### config.mk
export PLATFORM = sky130hd
export DESIGN_NAME = morse_symbol_decoder
export DESIGN_NICKNAME = d
export VERILOG_FILES = /design/src/rtl/morse_symbol_decoder.sv
export SDC_FILE = /design/constraint.sdc
export NUM_CORES = 1
export LEC_CHECK = 0
export CAP_MARGIN = 20
export CORE_ASPECT_RATIO = 1.4
export CORE_MARGIN = 3
export CORE_UTILIZATION = 40
export CTS_CLUSTER_DIAMETER = 50
export DETAILED_ROUTE_END_ITERATION = 6
export GPL_TIMING_DRIVEN = 0
export PLACE_DENSITY = 0.6
export SYNTH_ARGS = -nofsm -noshare
export SYNTH_HDL_FRONTEND = slang
export SYNTH_SLANG_ARGS = --single-unit
### constraint.sdc
create_clock -name in_clk -period 1.9 [get_ports in_clk]
set_input_delay 0.285 -clock in_clk [delete_from_list [all_inputs] [get_ports in_clk]]
set_output_delay 0.285 -clock in_clk [all_outputs]
set_load 0.01 [all_outputs]
### src/rtl/morse_symbol_decoder.sv
// Morse key decoder: measures press/gap lengths in time-base ticks, classifies
// dots and dashes, and emits one ASCII byte per letter plus a space per word gap.
module morse_symbol_decoder #(
   parameter int unsigned DASH_TICKS       = 3,
   parameter int unsigned LETTER_GAP_TICKS = 3,
   parameter int unsigned WORD_GAP_TICKS   = 7,
   parameter int unsigned CNT_W            = 4
) (
   input  logic       in_clk,
   input  logic       rst,
   input  logic       time_base,
   input  logic       key_in,
   output logic [7:0] char_data,
   output logic       char_valid,
   output logic       sym_valid,
   output logic       sym_dash,
   output logic       busy
);

   localparam int unsigned PAT_W = 5;
   localparam int unsigned SC_W  = 3;
   localparam logic [CNT_W-1:0] CNT_MAX = {CNT_W{1'b1}};

   typedef enum logic [1:0] {ST_IDLE, ST_PRESS, ST_GAP} state_e;

   state_e             state_q, state_d;
   logic               key_meta_q, key_s_q, tb_d_q;
   logic [CNT_W-1:0]   press_q, press_d, gap_q, gap_d;
   logic [PAT_W-1:0]   pattern_q, pattern_d;
   logic [SC_W-1:0]    count_q, count_d;
   logic               ovf_q, ovf_d;
   logic [7:0]         char_data_q, char_data_d;
   logic               char_valid_q, char_valid_d;
   logic               sym_valid_q, sym_valid_d;
   logic               sym_dash_q, sym_dash_d;
   logic               busy_q, busy_d;
   logic               tick, is_dash;
   logic [CNT_W-1:0]   press_inc, gap_inc;

   // Pattern is right-aligned: the most recent symbol is the LSB, 1 = dash.
   function automatic logic [7:0] decode(input logic [SC_W-1:0] len,
                                         input logic [PAT_W-1:0] pat);
      logic [7:0] c;
      case ({len, pat})
         {3'd1, 5'b00000}: c = "E";  {3'd1, 5'b00001}: c = "T";
         {3'd2, 5'b00000}: c = "I";  {3'd2, 5'b00001}: c = "A";
         {3'd2, 5'b00010}: c = "N";  {3'd2, 5'b00011}: c = "M";
         {3'd3, 5'b00000}: c = "S";  {3'd3, 5'b00001}: c = "U";
         {3'd3, 5'b00010}: c = "R";  {3'd3, 5'b00011}: c = "W";
         {3'd3, 5'b00100}: c = "D";  {3'd3, 5'b00101}: c = "K";
         {3'd3, 5'b00110}: c = "G";  {3'd3, 5'b00111}: c = "O";
         {3'd4, 5'b00000}: c = "H";  {3'd4, 5'b00001}: c = "V";
         {3'd4, 5'b00010}: c = "F";  {3'd4, 5'b00100}: c = "L";
         {3'd4, 5'b00110}: c = "P";  {3'd4, 5'b00111}: c = "J";
         {3'd4, 5'b01000}: c = "B";  {3'd4, 5'b01001}: c = "X";
         {3'd4, 5'b01010}: c = "C";  {3'd4, 5'b01011}: c = "Y";
         {3'd4, 5'b01100}: c = "Z";  {3'd4, 5'b01101}: c = "Q";
         {3'd5, 5'b01111}: c = "1";  {3'd5, 5'b00111}: c = "2";
         {3'd5, 5'b00011}: c = "3";  {3'd5, 5'b00001}: c = "4";
         {3'd5, 5'b00000}: c = "5";  {3'd5, 5'b10000}: c = "6";
         {3'd5, 5'b11000}: c = "7";  {3'd5, 5'b11100}: c = "8";
         {3'd5, 5'b11110}: c = "9";  {3'd5, 5'b11111}: c = "0";
         default:          c = "?";
      endcase
      return c;
   endfunction

   assign tick      = time_base & ~tb_d_q;
   assign is_dash   = (press_q >= CNT_W'(DASH_TICKS));
   assign press_inc = (press_q == CNT_MAX) ? press_q : press_q + CNT_W'(1);
   assign gap_inc   = (gap_q == CNT_MAX) ? gap_q : gap_q + CNT_W'(1);

   always_ff @(posedge in_clk) begin
      if (rst) begin
         state_q      <= ST_IDLE;
         key_meta_q   <= 1'b0;
         key_s_q      <= 1'b0;
         tb_d_q       <= 1'b0;
         press_q      <= '0;
         gap_q        <= '0;
         pattern_q    <= '0;
         count_q      <= '0;
         ovf_q        <= 1'b0;
         char_data_q  <= 8'h00;
         char_valid_q <= 1'b0;
         sym_valid_q  <= 1'b0;
         sym_dash_q   <= 1'b0;
         busy_q       <= 1'b0;
      end else begin
         state_q      <= state_d;
         key_meta_q   <= key_in;
         key_s_q      <= key_meta_q;
         tb_d_q       <= time_base;
         press_q      <= press_d;
         gap_q        <= gap_d;
         pattern_q    <= pattern_d;
         count_q      <= count_d;
         ovf_q        <= ovf_d;
         char_data_q  <= char_data_d;
         char_valid_q <= char_valid_d;
         sym_valid_q  <= sym_valid_d;
         sym_dash_q   <= sym_dash_d;
         busy_q       <= busy_d;
      end
   end

   // Next-state and output logic; everything advances only on tick cycles.
   always_comb begin
      state_d      = state_q;
      press_d      = press_q;
      gap_d        = gap_q;
      pattern_d    = pattern_q;
      count_d      = count_q;
      ovf_d        = ovf_q;
      char_data_d  = char_data_q;
      char_valid_d = 1'b0;
      sym_valid_d  = 1'b0;
      sym_dash_d   = 1'b0;
      if (tick) begin
         case (state_q)
            ST_IDLE: begin
               if (key_s_q) begin
                  press_d = CNT_W'(1);
                  state_d = ST_PRESS;
               end
            end
            ST_PRESS: begin
               if (key_s_q) begin
                  press_d = press_inc;
               end else begin
                  sym_valid_d = 1'b1;
                  sym_dash_d  = is_dash;
                  if (count_q < SC_W'(5)) begin
                     pattern_d = {pattern_q[PAT_W-2:0], is_dash};
                     count_d   = count_q + SC_W'(1);
                  end else begin
                     ovf_d = 1'b1;
                  end
                  gap_d   = CNT_W'(1);
                  state_d = ST_GAP;
               end
            end
            ST_GAP: begin
               if (key_s_q) begin
                  press_d = CNT_W'(1);
                  state_d = ST_PRESS;
               end else begin
                  gap_d = gap_inc;
                  if (gap_inc == CNT_W'(LETTER_GAP_TICKS) && count_q != '0) begin
                     char_valid_d = 1'b1;
                     char_data_d  = ovf_q ? 8'h3F : decode(count_q, pattern_q);
                     pattern_d    = '0;
                     count_d      = '0;
                     ovf_d        = 1'b0;
                  end
                  if (gap_inc == CNT_W'(WORD_GAP_TICKS)) begin
                     char_valid_d = 1'b1;
                     char_data_d  = 8'h20;
                     gap_d        = '0;
                     state_d      = ST_IDLE;
                  end
               end
            end
            default: state_d = ST_IDLE;
         endcase
      end
      busy_d = (state_d != ST_IDLE);
   end

   assign char_data  = char_data_q;
   assign char_valid = char_valid_q;
   assign sym_valid  = sym_valid_q;
   assign sym_dash   = sym_dash_q;
   assign busy       = busy_q;

endmodule

==> qor.txt, run 1 <==
Outcome -> finished clean
Vias per inst -> 5.94
Core area -> 0.00528 sq mm
Mapped Cells -> 270
Most frequent cells in the layout -> dfxtp_1 (30), nor2_1 (27), nand2_1 (21)
Setup crit end kind -> register
Root buffer cell -> clkbuf_8
R2R setup slack -> 0.07 ns
Fin nets -> 312
Worst EP required -> 2.05 ns
Final hold vios -> 0
Layout cell share with drive strength beyond 1 -> 0.253
Post-Route WL -> 5930 um
Sequential share of the synthesized area -> 0.296
Power Density -> 473 mW/mm^2
Pleak -> 0.974 nW
Iter 0 DRT Violations -> 262
Clock Latency Late Sink -> 0.28 ns
Crit Path Category -> register to register
First-pass GRT wire length -> 9300 um
Fin Hold WS -> 0.448 ns
Synth top area cells -> dfxtp_1 (30%), nor2_1 (4.5%), a21oi_1 (4.5%)
Hold crit path type -> register to register
Post-placement cell area -> 0.00245 sq mm
MaxCap Viol Count -> 0
Ys async rst share -> 0
Die Wd -> 69.1 um
Ys Warns -> 0
Reg clk slew, reported paths -> 0.07 ns
Die ar. -> 0.00652 sq mm
Overall Global Routing Usage -> 0.176
# fillers -> 538
Peak supply drop -> 0.388 mV
CTS tree -> done
Area growth syn-to-layout -> 23.7%
Largest net degree at the start of global routing -> 11
Worst Max-Slew Pin Slew -> 0.565 ns
Vias in the first global route -> 2005
Via count -> 2196
Total congestion overflow -> 0
Final Util -> 0.523
ANT nets after route -> 0
Initial Util -> 0.422
Fmax achieved -> 547 MHz
Port Buf Inserts -> 14
CTS Buf Count -> 5
Min Tclk post-route -> 1.83 ns
Ports -> 16
GPL Wtd Cong -> 1.00
WP data arrival -> 1.97 ns
Final setup viols -> 0
Overall power -> 1.30 mW
DRC errors left -> 0
Initial antenna violation count -> 0
WL/cell -> 16.0 um
Synthesized Nets -> 278
Cell Area, Synth -> 0.00223 sq mm
Post-synth top area share -> 0.296
Register area -> 667 sq um
Max_slew headroom -> 0.623
Most used DFF post-synth -> dfxtp_1
Multi-input gate area -> 0.00149 sq mm
Die Ht -> 94.3 um
Clock buffer depth -> 2
Crit path max fanout -> 10
DRT Pass-1 Iters -> 4
Biggest area consumer among synthesized cells -> dfxtp_1
Worst clock skew -> 0.00766 ns
DP HPWL -> 4210 um
Tcrit/Tclk final -> 0.962
RSZ-0062 raised after global routing -> true
Number of H-tree levels -> 2
Synthesized area per cell -> 8.25 sq um
Netlist cell types -> 71
Post-synth EDFFs -> 0
Synthesized flop and latch total -> 33
Startpoint type of the worst setup path -> register
Number of diodes -> 0
Final Max Tran Viols -> 0
Cell area after layout -> 0.00276 sq mm
Commonest non-fill, non-tap cell in the layout -> dfxtp_1
Clock sinks -> 33
Site Rows -> 31
-- through the flow --
| stage | worst slack (ns) | instances | setup TNS [ns] |
|---|---|---|---|
| after floorplan | 0.0870 | 270 | 0 |
| after global placement | -0.228 | 350 | -2.87 |
| after detailed placement | -0.254 | 350 | -3.05 |
| after CTS | 0.00374 | 361 | 0 |
| after global routing | -0.0238 | 370 | -0.0444 |
| final | 0.0719 | 370 | 0 |
-- routing by layer --
layer,track usage,wire (um),vias to the layer above
met5,0,0,-
met4,0.127,348,0
met3,0.0214,280,29
met2,0.312,3020,97
met1,0.194,2280,1016
li1,-,-,1054
-- registers in the layout (all words and copies together) (netlist names) --
| register | cells |
|---|---|
| tb_d_q | 1 |
| pattern_q | 5 |
| press_q | 4 |
| key_s_q | 1 |
| char_data | 7 |
| count_q | 3 |
| busy | 1 |
| sym_dash | 1 |
| gap_q | 4 |
| state_q | 2 |
| key_meta_q | 1 |
| ovf_q | 1 |
| sym_valid | 1 |
| char_valid | 1 |
-- logic make-up (layout without fill, tap and decap cells) --
logic type,count (synthesis),count (layout),synth area share
AO/OA/AOI/OAI,76,76,0.263
adder cells (fa/ha/maj),4,4,0.0225
XOR/XNOR,3,3,0.0118
buffers and inverters,26,60,0.0679
other,1,1,0.00168
multiplexers,2,2,0.00898
flip-flops,33,33,0.296
AND/OR/NAND/NOR,125,125,0.327
-- what timing repair did --
item / 4_1_cts / 5_1_grt
hold buffers: 0 / 0
pin swaps: 1 / 3
setup endpoints to repair: 12 / 15
cloned: 0 / 1
buffers inserted: 4 / 8
resized for setup: 1 / 23
-- cell usage after synthesis (2+ instances only) --
| library cell | instances |
|---|---|
| dfxtp_1 | 33 |
| nor2_1 | 27 |
| nand2_1 | 21 |
| a21oi_1 | 20 |
| nor2b_1 | 15 |
| nor3_1 | 15 |
| nand3_1 | 11 |
| buf_2 | 10 |
| o21ai_0 | 9 |
| a31oi_1 | 7 |
| nand3b_1 | 5 |
| buf_6 | 4 |
| ha_1 | 4 |
| nand4_1 | 4 |
| buf_4 | 3 |
| clkbuf_1 | 3 |
| inv_1 | 3 |
| inv_2 | 3 |
| nand2b_1 | 3 |
| nor3_2 | 3 |
| o22ai_1 | 3 |
| o31ai_1 | 3 |
| a211oi_1 | 2 |
| a311oi_1 | 2 |
| a32oi_1 | 2 |
| and2b_1 | 2 |
| and3_1 | 2 |
| mux2i_1 | 2 |
| nor3b_2 | 2 |
| nor3b_4 | 2 |
| o21ai_1 | 2 |
| or2_1 | 2 |
| or3_1 | 2 |
| xor2_1 | 2 |
-- report_power, final --
group          internal (mW)  switching (mW)  leakage, nW
clock network          0.287           0.249       0.0443
registers              0.696         0.00440        0.268
logic                 0.0291          0.0367        0.661
total                   1.01           0.291        0.974
-- path summary, 6_finish.rpt --
path,from,endpoint,cells past startpoint
max reg2reg,pattern_q[4],char_data[2],6
min reg2reg,key_meta_q,key_s_q,1
min,key_meta_q,key_s_q,1
max,pattern_q[4],char_data[2],6
-- critical path, cell delays in order (launching register included) --
cell,delay [ns]
dfxtp_1,0.52
buf_4,0.24
a2111oi_0,0.11
a31oi_1,0.21
o22ai_1,0.13
a2111oi_2,0.38
a211oi_2,0.11
-- cell type report --
class / instances / share of cell area
flip-flops and latches: 33 / 0.242
plain buffers: 20 / 0.0513
repair buffers: 27 / 0.0958
well taps: 66 / 0.0300
inverters: 6 / 0.00908
multi-input cells: 211 / 0.541
clock buffers: 7 / 0.0313
Note: power is estimated with default switching activity, not from simulation.
==> run 2: changes to the inputs <==
--- a/config.mk
+++ b/config.mk
@@ -10,6 +10,7 @@
 export CORE_MARGIN = 3
 export CORE_UTILIZATION = 40
 export CTS_CLUSTER_DIAMETER = 50
+export CTS_CLUSTER_SIZE = 12
 export DETAILED_ROUTE_END_ITERATION = 6
 export GPL_TIMING_DRIVEN = 0
 export PLACE_DENSITY = 0.6
==> results of run 2 <==
Same layout as run 1: the final DEF is identical, and so are final timing and power.
